[src/rtl/bit_serial_adder_pkg.sv]
// Shared types and defaults for the serial arithmetic blocks.
// Provides the FSM state encoding and the default operand width.
// Optional macro: SERIAL_ADD_SUB_EN (consumed by the interface and the top).
package serial_arith_pkg;

  typedef enum logic [1:0] {
    IDLE  = 2'd0,
    SHIFT = 2'd1,
    DONE  = 2'd2
  } state_t;

  localparam int DEFAULT_WIDTH = 8;

endpackage

[src/rtl/bit_serial_adder_if.sv]
// Request/result bundle between a requester and bit_serial_adder.
// The master drives start/a/b (and sub when SERIAL_ADD_SUB_EN is defined).
// The slave returns busy/done/sum/cout; no backpressure, requester polls busy.
interface bit_serial_adder_if #(
  parameter int WIDTH = serial_arith_pkg::DEFAULT_WIDTH
);

  logic             start;
  logic [WIDTH-1:0] a;
  logic [WIDTH-1:0] b;
`ifdef SERIAL_ADD_SUB_EN
  logic             sub;
`endif
  logic             busy;
  logic             done;
  logic [WIDTH-1:0] sum;
  logic             cout;

`ifdef SERIAL_ADD_SUB_EN
  modport master (output start, a, b, sub, input busy, done, sum, cout);
  modport slave  (input start, a, b, sub, output busy, done, sum, cout);
`else
  modport master (output start, a, b, input busy, done, sum, cout);
  modport slave  (input start, a, b, output busy, done, sum, cout);
`endif

endinterface

[src/rtl/fa.sv]
// Single-bit full adder.
// Purely combinational, zero latency.
// No flow control.
module fa (
  output logic S,
  output logic Cout,
  input  logic A,
  input  logic B,
  input  logic Cin
);

  assign S    = A ^ B ^ Cin;
  assign Cout = (A & B) | (Cin & (A ^ B));

endmodule

[src/rtl/bit_serial_adder.sv]
// Multi-bit adder streaming operands LSB-first through one full adder.
// Latency: WIDTH shift cycles, done pulses the cycle after the last shift.
// No queueing: start is only sampled in IDLE. Optional macro SERIAL_ADD_SUB_EN adds subtract.
module bit_serial_adder
  import serial_arith_pkg::*;
#(
  parameter int WIDTH = DEFAULT_WIDTH
) (
  input  logic                clk,
  input  logic                rst_n,
  bit_serial_adder_if.slave   bus
);

  localparam int CNT_W = (WIDTH > 1) ? $clog2(WIDTH) : 1;
  localparam logic [CNT_W-1:0] C_LAST = CNT_W'(WIDTH - 1);

  state_t           r_state;
  logic [WIDTH-1:0] r_a_sh;
  logic [WIDTH-1:0] r_b_sh;
  logic [WIDTH-1:0] r_s_sh;
  logic [WIDTH-1:0] r_sum;
  logic             r_carry;
  logic             r_cout;
  logic [CNT_W-1:0] r_cnt;
  logic             r_busy;
  logic             r_done;

  logic             w_s;
  logic             w_cout;
  logic [WIDTH-1:0] w_s_next;

  fa u_fa (
    .S    (w_s),
    .Cout (w_cout),
    .A    (r_a_sh[0]),
    .B    (r_b_sh[0]),
    .Cin  (r_carry)
  );

  // New sum bit enters at the MSB; shift form keeps WIDTH=1 legal.
  always_comb begin
    w_s_next = (r_s_sh >> 1) | (WIDTH'(w_s) << (WIDTH - 1));
  end

  // Control FSM, operand/sum shift registers, carry and bit counter.
  always_ff @(posedge clk or negedge rst_n) begin
    if (!rst_n) begin
      r_state <= IDLE;
      r_a_sh  <= '0;
      r_b_sh  <= '0;
      r_s_sh  <= '0;
      r_sum   <= '0;
      r_carry <= 1'b0;
      r_cout  <= 1'b0;
      r_cnt   <= '0;
      r_busy  <= 1'b0;
      r_done  <= 1'b0;
    end else begin
      case (r_state)
        IDLE: begin
          if (bus.start) begin
            r_a_sh  <= bus.a;
`ifdef SERIAL_ADD_SUB_EN
            // Subtract as a + ~b + 1.
            r_b_sh  <= bus.sub ? ~bus.b : bus.b;
            r_carry <= bus.sub;
`else
            r_b_sh  <= bus.b;
            r_carry <= 1'b0;
`endif
            r_cnt   <= '0;
            r_state <= SHIFT;
            r_busy  <= 1'b1;
          end
        end
        SHIFT: begin
          r_s_sh  <= w_s_next;
          r_carry <= w_cout;
          r_a_sh  <= r_a_sh >> 1;
          r_b_sh  <= r_b_sh >> 1;
          r_cnt   <= r_cnt + 1'b1;
          if (r_cnt == C_LAST) begin
            r_sum   <= w_s_next;
            r_cout  <= w_cout;
            r_state <= DONE;
            r_done  <= 1'b1;
          end
        end
        DONE: begin
          r_state <= IDLE;
          r_done  <= 1'b0;
          r_busy  <= 1'b0;
        end
        default: begin
          r_state <= IDLE;
          r_done  <= 1'b0;
          r_busy  <= 1'b0;
        end
      endcase
    end
  end

  assign bus.busy = r_busy;
  assign bus.done = r_done;
  assign bus.sum  = r_sum;
  assign bus.cout = r_cout;

endmodule

[src/flat_wrapper.sv]
// flat-port wrapper written by rule: the top's interface ports become plain ports
module bit_serial_adder_flat import serial_arith_pkg::*;
#(
  parameter int WIDTH = DEFAULT_WIDTH
)
  (clk, rst_n, bus_start, bus_a, bus_b, bus_busy, bus_done, bus_sum, bus_cout);
  bit_serial_adder_if #(.WIDTH(WIDTH)) bus_i ();
  input  logic clk;
  input  logic rst_n;
  input wire logic [$bits(bus_i.start)-1:0] bus_start;
  input wire logic [$bits(bus_i.a)-1:0] bus_a;
  input wire logic [$bits(bus_i.b)-1:0] bus_b;
  output wire logic [$bits(bus_i.busy)-1:0] bus_busy;
  output wire logic [$bits(bus_i.done)-1:0] bus_done;
  output wire logic [$bits(bus_i.sum)-1:0] bus_sum;
  output wire logic [$bits(bus_i.cout)-1:0] bus_cout;
  assign bus_i.start = bus_start;
  assign bus_i.a = bus_a;
  assign bus_i.b = bus_b;
  assign bus_busy = bus_i.busy;
  assign bus_done = bus_i.done;
  assign bus_sum = bus_i.sum;
  assign bus_cout = bus_i.cout;
  bit_serial_adder #(.WIDTH(WIDTH)) u_core (.clk(clk), .rst_n(rst_n), .bus(bus_i));
endmodule
[config.mk]
export PLATFORM = sky130hd
export DESIGN_NAME = bit_serial_adder_flat
export DESIGN_NICKNAME = d
export VERILOG_FILES = /design/src/rtl/bit_serial_adder_pkg.sv /design/src/rtl/bit_serial_adder_if.sv /design/src/rtl/fa.sv /design/src/rtl/bit_serial_adder.sv /design/src/flat_wrapper.sv
export SDC_FILE = /design/constraint.sdc
export NUM_CORES = 1
export LEC_CHECK = 0
export CAP_MARGIN = 20
export CORE_MARGIN = 2
export CORE_UTILIZATION = 33
export DETAILED_ROUTE_END_ITERATION = 10
export DONT_BUFFER_PORTS = 1
export REMOVE_ABC_BUFFERS = 1
export SYNTH_ARGS = -nofsm -noshare
export SYNTH_HDL_FRONTEND = slang
export SYNTH_SLANG_ARGS = --single-unit
export TNS_END_PERCENT = 5
[constraint.sdc]
create_clock -name clk -period 1.3 [get_ports clk]
set_input_delay 0.26 -clock clk [delete_from_list [all_inputs] [get_ports clk]]
set_output_delay 0.26 -clock clk [all_outputs]
set_load 0.05 [all_outputs]
==> metrics.md, run 1 <==
| Metric | Value |
|---|---|
| Ys Warns | 0 |
| Clock skew | 5.25 ps |
| CP max stage delay | 480 ps |
| CTS sink cnt | 40 |
| Synth area leader | dfrtp_1 |
| Total gr overflow | 0 |
| GRT Total Usage | 13.2% |
| Unrepaired setup endpoints after global routing | yes |
| Worst hold path class | in2reg |
| Starting Density | 34.2% |
| Synthesis-to-layout area growth | 29.8% |
| Max-cap viol count | 0 |
| Die area | 0.00628 mm^2 |
| Setup crit start kind | flip-flop |
| Max Slew Vio Count | 0 |
| Number of synthesized register bits | 40 |
| Hpwl dp | 2.30 mm |
| Worst-margin pin slew | 497 ps |
| Cells after synthesis | 133 |
| Placed Cells | 214 |
| Initial antenna violation count | 0 |
| Layout cells sized above 1 | 48.8% |
| CP endpoint kind | flip-flop |
| Routability cong. | 0.707 |
| Setup TNS | -705 ps |
| Die Wd | 79.3 um |
| Via density per instance | 5.08 |
| Ys flop type | dfrtp_1 |
| CP max FO | 7 |
| Die Y-Extent | 79.3 um |
| Drt drc | 0 |
| Mapped Avg Cell Area | 14.1 um^2 |
| Post-synth cell types | 30 |
| Placement Rows | 27 |
| Worst-Skew Late Latency | 290 ps |
| Clock Tree Buf Depth | 2 |
| CP required | 1480 ps |
| Bufs and invs on worst path | 1 |
| DRT Pass-1 Iters | 4 |
| Synth top area share | 53.5% |
| Total CTS buffers | 5 |
| Async SR Flop Fraction | 100% |
| Reg area | 0.00100 mm^2 |
| Antenna Nets Post-Route | 0 |
| Core Box Area | 0.00547 mm^2 |
| Leak | 1.10 nW |
| Outcome | complete, but fails checks |
| Crit-path leading delay family | flip-flops |
| Total power | 6.50 mW |
| Area of the multi-input gates | 893 um^2 |
| Vias in the first global route | 1216 |
| Failing checks | negative setup slack |
| N_diodes | 0 |
| Period utilization | 104% |
| Register area share after synthesis | 53.5% |
| Crit-path slowest cell | dfrtp_2 |
| Detailed Route Iter0 Violations | 31 |
| Clock root buffer | clkbuf_8 |
| Fmax | 739 MHz |
| Commonest cells post-synth | 40 x dfrtp_1, 14 x mux2_1, 9 x inv_1 |
| H-tree depth | 2 |
| Layout fillers | 510 |
| Top-count cell post-synth | dfrtp_1 |
| Vias | 1178 |
| Setup violators final | 23 |
| CTS tree | done |
| Post-synth EDFFs | 0 |
| Worst hold slack | 156 ps |
| Largest net degree at the start of global routing | 41 |
| Wirelength, routed | 3.83 mm |
| Wire length per cell | 16.5 um |
| Synth top area cells | dfrtp_1 54%, mux2_1 8.4%, buf_6 4.2% |
| Pwr/cell area | 2680 mW/mm^2 |
| Crit Path Category | reg2reg |
| IO Pins | 30 |
| Relative slew slack | 66.9% |
| Nets | 181 |
| Syn Std Cell Area | 0.00187 mm^2 |
| Peak supply drop | 0.962 mV |
| Crit-path cells | buf_12, or4b_1, o221a_4 |
| Minimum clock period | 1350 ps |
| # port buffers | 0 |
| Fin. Hold Viols | 0 |
| CTS clk-pin slew, worst paths | 70 ps |
| Global-route wire length before repair | 6.33 mm |
| Finished Layout Cells | 232 |
| Slack of the critical path | -53.1 ps |
| WP data arrival | 1540 ps |
## layer usage
layer	up-vias	track usage, %	share of wire [%]
met5	-	0	0
met4	0	5.17	1.7
met3	5	3.18	3.2
met1	595	17.7	47
met2	24	20.4	48
li1	554	-	-
## power by group
part | total, mW | internal, mW | switching (mW)
combinational | 3.30 | 1.79 | 1.50
sequential | 2.36 | 1.85 | 0.509
clock | 0.844 | 0.433 | 0.411
total | 6.50 | 4.08 | 2.42
## cells by family (layout without fill, tap and decap cells)
group / after synthesis / in the layout / share of synthesized area [%]
fa+ha+maj: 3 / 3 / 2.41
mux: 17 / 17 / 10.6
buf+inv: 21 / 47 / 7.36
simple gates: 28 / 29 / 13.9
compound gates: 24 / 24 / 12.2
flops: 40 / 40 / 53.5
## through the flow
stage / setup slack (ps) / utilization, % / cell area, um^2
floorplan: -310 / - / 1770
global placement: -92.1 / 37.2 / 2040
detailed placement: -139 / 37.2 / 2040
CTS: -61.4 / 43.3 / 2370
global route: -99.6 / 44.3 / 2430
finish: -53.1 / 44.3 / 2430
## sequential cells by signal (all words and copies together), names as in the netlist
| signal | flops |
|---|---|
| u_core.bus.cout | 1 |
| u_core.bus.done | 1 |
| u_core.bus.sum | 8 |
| u_core.r_cnt | 3 |
| u_core.r_a_sh | 8 |
| u_core.r_s_sh | 7 |
| u_core.r_carry | 1 |
| u_core.bus.busy | 1 |
| u_core.r_state | 2 |
| u_core.r_b_sh | 8 |
## cell usage in the layout, fill, tap and decap left out, types with 3 or more instances in the layout
| master | Yosys | final |
|---|---|---|
| nor3b_1 | 6 | 6 |
| a221oi_2 | 0 | 3 |
| buf_4 | 1 | 19 |
| nor4b_2 | 1 | 7 |
| a211oi_1 | 3 | 3 |
| or4b_1 | 7 | 6 |
| mux2_4 | 2 | 14 |
| buf_6 | 7 | 5 |
| dfrtp_1 | 40 | 39 |
| buf_12 | 0 | 4 |
| clkbuf_8 | 0 | 6 |
| o221a_2 | 7 | 5 |
| a22o_1 | 3 | 3 |
| inv_1 | 9 | 9 |
## final cells by class
| class | count | share of cell area [%] |
|---|---|---|
| timing repair buffer | 30 | 13.0 |
| sequential | 40 | 41.3 |
| tap | 72 | 3.71 |
| clock buffer | 8 | 3.71 |
| inverter | 9 | 1.39 |
| multi-input combinational | 73 | 36.8 |
## worst paths after layout
kind                                     end  slack, ps              start  cells past startpoint
min                        u_core.r_state[0]        160          bus_start                      2
min in group asynchronous   u_core.r_b_sh[0]        430              rst_n                      2
max                         u_core.r_b_sh[6]        -50  u_core.r_state[0]                      3
min reg2reg                u_core.bus.sum[4]        490  u_core.bus.sum[4]                      1
max in group asynchronous  u_core.r_state[0]        650              rst_n                      2
max reg2reg                 u_core.r_b_sh[6]        -50  u_core.r_state[0]                      3
## what timing repair did
action	4_1_cts	5_1_grt
pin swaps	15	2
endpoints found under the hold margin	40	0
setup endpoints to repair	20	34
gates cloned	2	0
setup buffers	6	0
resized for setup	27	10
hold buffers	2	0
Note: power is estimated with default switching activity, not from simulation.
==> inputs of run 2 (changes only) <==
--- a/config.mk
+++ b/config.mk
@@ -8,6 +8,7 @@
 export CAP_MARGIN = 20
 export CORE_MARGIN = 2
 export CORE_UTILIZATION = 33
+export CTS_BUF_LIST = sky130_fd_sc_hd__clkbuf_8
 export DETAILED_ROUTE_END_ITERATION = 10
 export DONT_BUFFER_PORTS = 1
 export REMOVE_ABC_BUFFERS = 1
==> run 2 against run 1 <==
Against the previous run: setup slack barely moved; largest power group unchanged; the run still ends with negative setup slack left; sequential power barely moved; largest cell class unchanged; final cell count did not move; critical path type unchanged.
==> metrics.md, run 2 (synthesized netlist as in run 1, its figures left out) <==
| Metric | Value |
|---|---|
| Outcome | complete, but fails checks |
| Failing checks | negative setup slack |
| Drt drc | 0 |
| Crit-path cells | buf_12, or4b_1, o221a_4 |
| Initial antenna violation count | 0 |
| Layout cells sized above 1 | 48.8% |
| CTS tree | done |
| Slack of the critical path | -53.5 ps |
| Busiest layer in global routing | met2 |
| Die area | 0.00628 mm^2 |
| Setup crit start kind | flip-flop |
| Worst Min Path Start | bus_start |
| Synthesis-to-layout area growth | 29.8% |
| GR met3 Demand/Resource | 3.18% |
| Minimum clock period | 1350 ps |
| Commonest non-fill, non-tap cells in the layout | 39 x dfrtp_1, 19 x buf_4, 14 x mux2_4 |
| Setup TNS | -707 ps |
| GR Util met2 | 20.4% |
| CP endpoint kind | flip-flop |
| Placement Rows | 27 |
| Worst-Skew Late Latency | 290 ps |
| # port buffers | 0 |
| Period utilization | 104% |
| CP required | 1480 ps |
| Fmax | 739 MHz |
| Levels on crit path | 3 |
| N_diodes | 0 |
| Core Box Area | 0.00547 mm^2 |
| Die Wd | 79.3 um |
| Relative slew slack | 66.9% |
| Hpwl dp | 2.30 mm |
| Crit Path Category | reg2reg |
| Worst Setup EP | u_core.r_b_sh[6] |
| Vias in the first global route | 1216 |
| Global-route wire length before repair | 6.33 mm |
| Worst setup path startpoint | u_core.r_state[0] |
| Unrepaired setup endpoints after global routing | yes |
| Routability cong. | 0.707 |
| Pwr/cell area | 2670 mW/mm^2 |
| R2R Path Start | u_core.r_state[0] |
| CTS sink cnt | 40 |
| Wire length per cell | 16.5 um |
| Flop2flop setup slack | -50 ps |
| Post-DP Area | 0.00204 mm^2 |
| CTS clk-pin slew, worst paths | 70 ps |
| Worst-margin pin slew | 497 ps |
| Clock skew | 5.23 ps |
| Clock root buffer | clkbuf_8 |
| Max-cap viol count | 0 |
| Wirelength, routed | 3.83 mm |
| Commonest non-fill, non-tap cell in the layout | dfrtp_1 |
| Via density per instance | 5.08 |
| Max Slew Vio Count | 0 |
| Worst hold path class | in2reg |
| Crit-path slowest cell | dfrtp_2 |
| WP data arrival | 1540 ps |
| R2r worst-path depth | 3 |
| GRT Total Usage | 13.2% |
| IO Pins | 30 |
| Starting Density | 34.2% |
| Layout Cell Area excl Fill | 0.00243 mm^2 |
| Largest net degree at the start of global routing | 41 |
| Fin. Hold Viols | 0 |
| Hold Path Depth | 2 |
| Clock Tree Buf Depth | 2 |
| Antenna Nets Post-Route | 0 |
| H-tree depth | 2 |
| Setup violators final | 23 |
| Detailed Route Iter0 Violations | 34 |
| Total gr overflow | 0 |
| Total CTS buffers | 5 |
| Met1 Use GR | 17.7% |
| Crit-path leading delay family | flip-flops |
| CP max stage delay | 480 ps |
| Dpl ws | -139 ps |
| Nets | 181 |
| Bufs and invs on worst path | 1 |
| Peak supply drop | 0.962 mV |
| Die Y-Extent | 79.3 um |
| Total power | 6.49 mW |
| DRT Pass-1 Iters | 4 |
| R2r endpoint | u_core.r_b_sh[6] |
| Leak | 1.11 nW |
| CP max FO | 7 |
| Vias | 1178 |
-- run 2: worst min-delay path by stage --
stage | endpoint | slack [ps]
4_1_cts | u_core.r_state[0] | 130
6_report | u_core.r_state[0] | 160
2_1_floorplan | u_core.bus.busy | -40
3_5_place_dp | u_core.bus.sum[6] | -30
5_1_grt | u_core.r_state[0] | 150
3_3_place_gp | u_core.bus.sum[6] | -30
-- run 2: through the flow --
stage | hold WS, ps | util (%) | std cells
finish | 156 | 44.3 | 232
global placement | -34.0 | 37.2 | 214
CTS | 130 | 43.3 | 232
detailed placement | -34.3 | 37.2 | 214
floorplan | -35.6 | - | 121
global route | 152 | 44.3 | 232
-- run 2: cell type report --
class                   instances  area, um^2
clock inverters                 2        7.51
fillers                       510        3050
flip-flops and latches         40        1000
clock buffers                   6        82.6
repair buffers                 30         317
well taps                      72        90.1
multi-input cells              73         893
inverters                       9        33.8
-- run 2: where the power goes --
part / switching, mW / total [mW] / internal [mW]
Sequential: 0.509 / 2.36 / 1.85
Combinational: 1.50 / 3.30 / 1.79
Clock: 0.412 / 0.829 / 0.417
Total: 2.42 / 6.49 / 4.06
-- run 2: repair_timing --
action                                  in CTS  in global routing
cloned                                       2                  0
endpoints found under the hold margin       40                  0
hold buffers                                 2                  0
endpoints found under the setup margin      20                 34
resized for setup                           27                 10
pin swaps                                   15                  2
buffers inserted                             6                  0
-- run 2: routing by layer --
layer / part of all wire, % / up-vias
li1: - / 554
met1: 47 / 595
met2: 48 / 24
met3: 3.2 / 5
met4: 1.7 / 0
met5: 0 / -
